--- src/rtl/dma_p.sv ---
// Register-programmed single-channel memory-to-memory copy engine.
// Word-at-a-time read/write cycles through a shared local memory arbitrated by dma_req/dma_gnt.
module dma_p (
  input  logic        clk,
  input  logic        rst,
  input  logic        wea,
  input  logic [3:0]  addra,
  input  logic [31:0] dina,
  output logic [31:0] douta,
  output logic        dma_req,
  input  logic        dma_gnt,
  output logic        dma_we,
  output logic [13:0] dma_addr,
  output logic [31:0] dma_out,
  input  logic [31:0] dma_in,
  output logic        int_dma
);

  typedef enum logic [2:0] {IDLE, REQ, RD, WAIT, WR, DONE} state_t;

  typedef struct packed {
    logic [13:0] src;
    logic [13:0] dst;
    logic [11:0] cnt;
  } xfer_t;

  state_t      state, state_n;
  xfer_t       cfg, wrk;
  logic [31:0] data_r;
  logic        done, busy;
  logic        ctrl_wr, start, clr, advance;

  assign busy    = (state == REQ) || (state == RD) || (state == WAIT) || (state == WR);
  assign ctrl_wr = wea && (addra == 4'd3);
  assign start   = ctrl_wr && dina[0] && (state == IDLE);
  assign clr     = ctrl_wr && dina[1];
  assign advance = (state == WR) && dma_gnt;

  always_ff @(posedge clk) begin
    if (rst) state <= IDLE;
    else     state <= state_n;
  end

  always_comb begin
    state_n  = state;
    dma_req  = 1'b0;
    dma_we   = 1'b0;
    dma_addr = '0;
    dma_out  = '0;
    int_dma  = 1'b0;
    case (state)
      IDLE: if (start) state_n = (cfg.cnt == '0) ? DONE : REQ;
      REQ: begin
        dma_req = 1'b1;
        if (dma_gnt) state_n = RD;
      end
      RD: begin
        dma_req  = 1'b1;
        dma_addr = wrk.src;
        if (dma_gnt) state_n = WAIT;
      end
      WAIT: begin
        dma_req = 1'b1;
        state_n = WR;
      end
      WR: begin
        dma_req  = 1'b1;
        dma_addr = wrk.dst;
        dma_out  = data_r;
        dma_we   = dma_gnt;
        if (dma_gnt) state_n = (wrk.cnt == 12'd1) ? DONE : RD;
      end
      DONE: begin
        int_dma = 1'b1;
        state_n = IDLE;
      end
      default: state_n = IDLE;
    endcase
  end

  // Config registers are frozen for the whole transfer.
  always_ff @(posedge clk) begin
    if (rst) begin
      cfg <= '0;
    end else if (wea && !busy) begin
      case (addra)
        4'd0: cfg.src <= dina[13:0];
        4'd1: cfg.dst <= dina[13:0];
        4'd2: cfg.cnt <= dina[11:0];
        default: ;
      endcase
    end
  end

  always_ff @(posedge clk) begin
    if (rst) begin
      wrk    <= '0;
      data_r <= '0;
    end else begin
      if (start) wrk <= cfg;
      if (state == WAIT) data_r <= dma_in;
      if (advance) begin
        wrk.src <= wrk.src + 14'd1;
        wrk.dst <= wrk.dst + 14'd1;
        wrk.cnt <= wrk.cnt - 12'd1;
      end
    end
  end

  // Set from DONE takes priority over a software clear in the same cycle.
  always_ff @(posedge clk) begin
    if (rst)                done <= 1'b0;
    else if (state == DONE) done <= 1'b1;
    else if (clr)           done <= 1'b0;
  end

  always_ff @(posedge clk) begin
    if (rst) begin
      douta <= '0;
    end else begin
      case (addra)
        4'd0:    douta <= {18'b0, cfg.src};
        4'd1:    douta <= {18'b0, cfg.dst};
        4'd2:    douta <= {20'b0, cfg.cnt};
        4'd3:    douta <= {30'b0, done, busy};
        default: douta <= '0;
      endcase
    end
  end

endmodule

--- config.mk ---
export PLATFORM = sky130hd
export DESIGN_NAME = dma_p
export DESIGN_NICKNAME = d
export VERILOG_FILES = /design/src/rtl/dma_p.sv
export SDC_FILE = /design/constraint.sdc
export NUM_CORES = 1
export LEC_CHECK = 0
export BUFFER_PORTS_ARGS = -buffer_cell sky130_fd_sc_hd__buf_2
export CORE_MARGIN = 10
export CORE_UTILIZATION = 48
export CTS_CLUSTER_DIAMETER = 50
export DETAILED_ROUTE_END_ITERATION = 10
export PLACE_DENSITY = 0.76
export RECOVER_POWER = 100
export SLEW_MARGIN = 10
export SYNTH_ARGS = -nofsm -noshare
export SYNTH_HDL_FRONTEND = slang
export SYNTH_SLANG_ARGS = --single-unit
--- constraint.sdc ---
create_clock -name clk -period 2 [get_ports clk]
set_input_delay 0.4 -clock clk [delete_from_list [all_inputs] [get_ports clk]]
set_output_delay 0.4 -clock clk [all_outputs]
set_load 0.03 [all_outputs]
==> results by group <==
Floorplan
  • Die area: 18000 µm²
  • Core area: 12700 µm²
  • Die Span Y: about 130 µm
  • Initial Utilization: 0.493
  • Cell Rows: 41
  • Die boundary width: 134 µm
  • Num ports: 153

Global routing
  • Largest net degree at the start of global routing: 43
  • Vias in the first global route: approximately 5900
  • GRT Resource Usage Total: 0.220
  • Number of antenna violations at the first check in global routing: 0
  • GRT overflow: 0
  • First-pass GRT wire length: approximately 32000 µm

Synth
  • Simple-gate share of the synthesized area: 0.239
  • Synth Area in XOR/XNOR: 0.00421
  • Synth top area share: 0.417
  • Number of flops mapped to enable cells by yosys: 0
  • Syn Inst Count: 738
  • Largest family of logic cells by synthesized area: simple AND/OR/NAND/NOR gates
  • Sequential area share after synthesis: 0.417
  • Leading area contributor after synthesis: dfxtp_1
  • Syn Area/Cell: 8.46 µm²
  • Register bit total from synthesis: 130
  • Synth Flop Type: dfxtp_1
  • Cell area after synthesis: 6250 µm²
  • YS warnings: 0
  • Synth top area cells: dfxtp_1 (42%), mux2i_1 (9.0%), nand2_1 (5.6%)
  • Yosys cell types: 61
  • Post-synthesis adder-cell area fraction: 0.00801
  • Mux cell area share after synthesis: 0.0933
  • Async S/R FF share, synth: 0
  • Post-synthesis compound-gate area fraction: 0.174

Final layout
  • Fin util: 0.667
  • ANT cells: 0
  • Multi-input logic area: about 3400 µm²
  • Commonest non-fill, non-tap cell in the layout: dfxtp_1
  • Layout cells sized above 1: 0.271
  • Fillers: 996
  • Fin nets: 959
  • Area growth syn-to-layout: 35.2%
  • Most frequent cells in the layout: dfxtp_1 (127), nand2_1 (93), nor2_1 (73)
  • Sequential cell area: 2610 µm²

Drt
  • Number of detailed-route iterations in the first pass: 7
  • Via/cell ratio: 5.89
  • DRC Markers: 0
  • Final wirelength: 21100 µm
  • 1st-iter DRT viols: 741
  • WL/cell: 19.8 µm
  • Via count: 6275
  • Antenna viol nets, final: 0

Timing
  • Setup ws final: -0.163 ns
  • Max Clock Freq: 0.462 GHz
  • Final Skew: approximately 0.0076 ns
  • Worst slew pin tran: between 0.8 and 0.9 ns
  • Max Slew Vio Count: 0
  • Final min period: 2.16 ns
  • Slew headroom: 0.435
  • Unrepaired setup endpoints after global routing: yes
  • Setup TNS: -5.81 ns
  • Final setup viols: 52
  • Final worst path period share: 1.08
  • Final Hold Violating Endpoints: 0

Clocking
  • H-tree levels: 4
  • Clk buf depth: 2
  • Clock latency on the worst-skew pair: 0.43 ns
  • TritonCTS Sinks: 130
  • CTS tree: yes
  • TritonCTS Buffers: 17
  • CTS Root Cell: clkbuf_16
  • Worst-path clk slew: 0.06 ns

Run status
  • Status: complete, but fails checks
  • Violated checks: setup timing

Min path
  • Hold Path Depth: 3
  • Hold Crit Start: dma_in[28]
  • HP Class: input port to flop
  • Worst Hold End: data_r[28]

Pwr
  • Leak Pwr: 3.37 nW
  • Peak supply drop: 0.000708 V
  • Pwr Density: 719 nW/µm²
  • Total power: 0.00607 W

Critical path
  • WP data arrival: 1.76 ns
  • Nature of the critical path endpoint: output pin
  • Worst R2R Start: state[2]
  • Reg2reg setup slack: -0.01 ns
  • Worst flop-to-flop path endpoint: wrk[12]
  • Register-to-Register Path Depth: 7
  • Worst Path Max Fanout: 6
  • Type of origin of the critical path: flop
  • Setup CP Type: flop to output pin
  • Critical Path RT: 1.60 ns

Flow run
  • Total of max-cap violations: 0

Placed design
  • Routability cong.: 0.881
  • PortBufs: 116
  • Setup Slack @ Placement: -0.128 ns
  • DPL Wire Length: between 10000 and 15000 µm
worst max path at each step:
stage | slack [ns] | endpoint | startpoint | depth (start not counted)
final | -0.16 | dma_addr[4] | state[1] | 6
after global routing | -0.21 | dma_out[19] | state[1] | 6
after CTS | -0.15 | dma_addr[5] | state[1] | 6
after detailed placement | -0.13 | wrk[10] | addra[3] | 7
after global placement | -0.1 | wrk[10] | addra[3] | 7
after floorplan | -0.03 | dma_addr[11] | state[0] | 5
stage by stage:
stage	std cells	hold WS (ns)	instance area [µm²]
2_1_floorplan	755	0.432	6310
3_3_place_gp	1013	0.437	7140
3_5_place_dp	1013	0.443	7140
4_1_cts	1060	0.202	8320
5_1_grt	1066	0.216	8450
6_report	1066	0.208	8450
per-layer routing:
layer	share of wire	track usage	vias up	wire, µm
met3	0.085	0.0564	73	1790
li1	-	-	2893	-
met4	0.039	0.106	0	818
met2	0.49	0.363	346	10400
met1	0.39	0.259	2963	8130
met5	0	0	-	0
flip-flops by register name, indices dropped and copies added, names as in the netlist:
name / cells
wrk: 40
state: 3
douta: 14
cfg: 40
data_r: 32
done: 1
cell families (layout without fill, tap and decap cells):
family	count (synthesis)	count (layout)
and+or+nand+nor	303	303
AOI/OAI and AO/OA	159	159
DFF	130	130
buffers and inverters	81	220
muxes	57	57
adders and majority gates	4	4
xor gates and xnor gates	3	3
other	1	18
what timing repair did:
| action | CTS | global route |
|---|---|---|
| hold buffers | 0 | 0 |
| gates resized for setup | 124 | 30 |
| setup endpoints to repair | 48 | 61 |
| setup buffers | 12 | 4 |
| endpoints found under the hold margin | 0 | 0 |
| pin swaps | 10 | 26 |
| cloned | 5 | 3 |
report_power, final:
group,switching [W],internal (W)
registers,0.0000190,0.00260
logic,0.000210,0.000117
clock network,0.00115,0.00198
worst max-delay path: stages (launching register included):
cell	delay, ns
dfxtp_4	0.35
buf_6	0.12
nor3b_4	0.26
buf_6	0.17
buf_12	0.12
a22o_1	0.17
buf_6	0.15
synth_stat cells (all sizes together) (4+ instances only):
| master | number |
|---|---|
| a22o | 13 |
| a22oi | 5 |
| mux2i | 56 |
| o211ai | 10 |
| ha | 4 |
| or3 | 12 |
| clkbuf | 43 |
| and3 | 7 |
| dfxtp | 130 |
| o221a | 4 |
| inv | 9 |
| and2 | 37 |
| nor3 | 11 |
| a2bb2oi | 6 |
| buf | 29 |
| nand4 | 9 |
| or4 | 7 |
| a211oi | 5 |
| o21ai | 8 |
| nand2 | 94 |
| nor2 | 73 |
| and4 | 4 |
| a31oi | 19 |
| nand3 | 26 |
| or2 | 4 |
| a21oi | 67 |
| o311ai | 7 |
final cells by class:
type,count,share of cell area
multi-input combinational,544,0.405
sequential,130,0.309
timing repair buffer,181,0.187
clock buffer,21,0.0533
tap,172,0.0255
clock inverter,9,0.0157
inverter,9,0.00400
No activity file was read; power rests on OpenSTA's default activity.
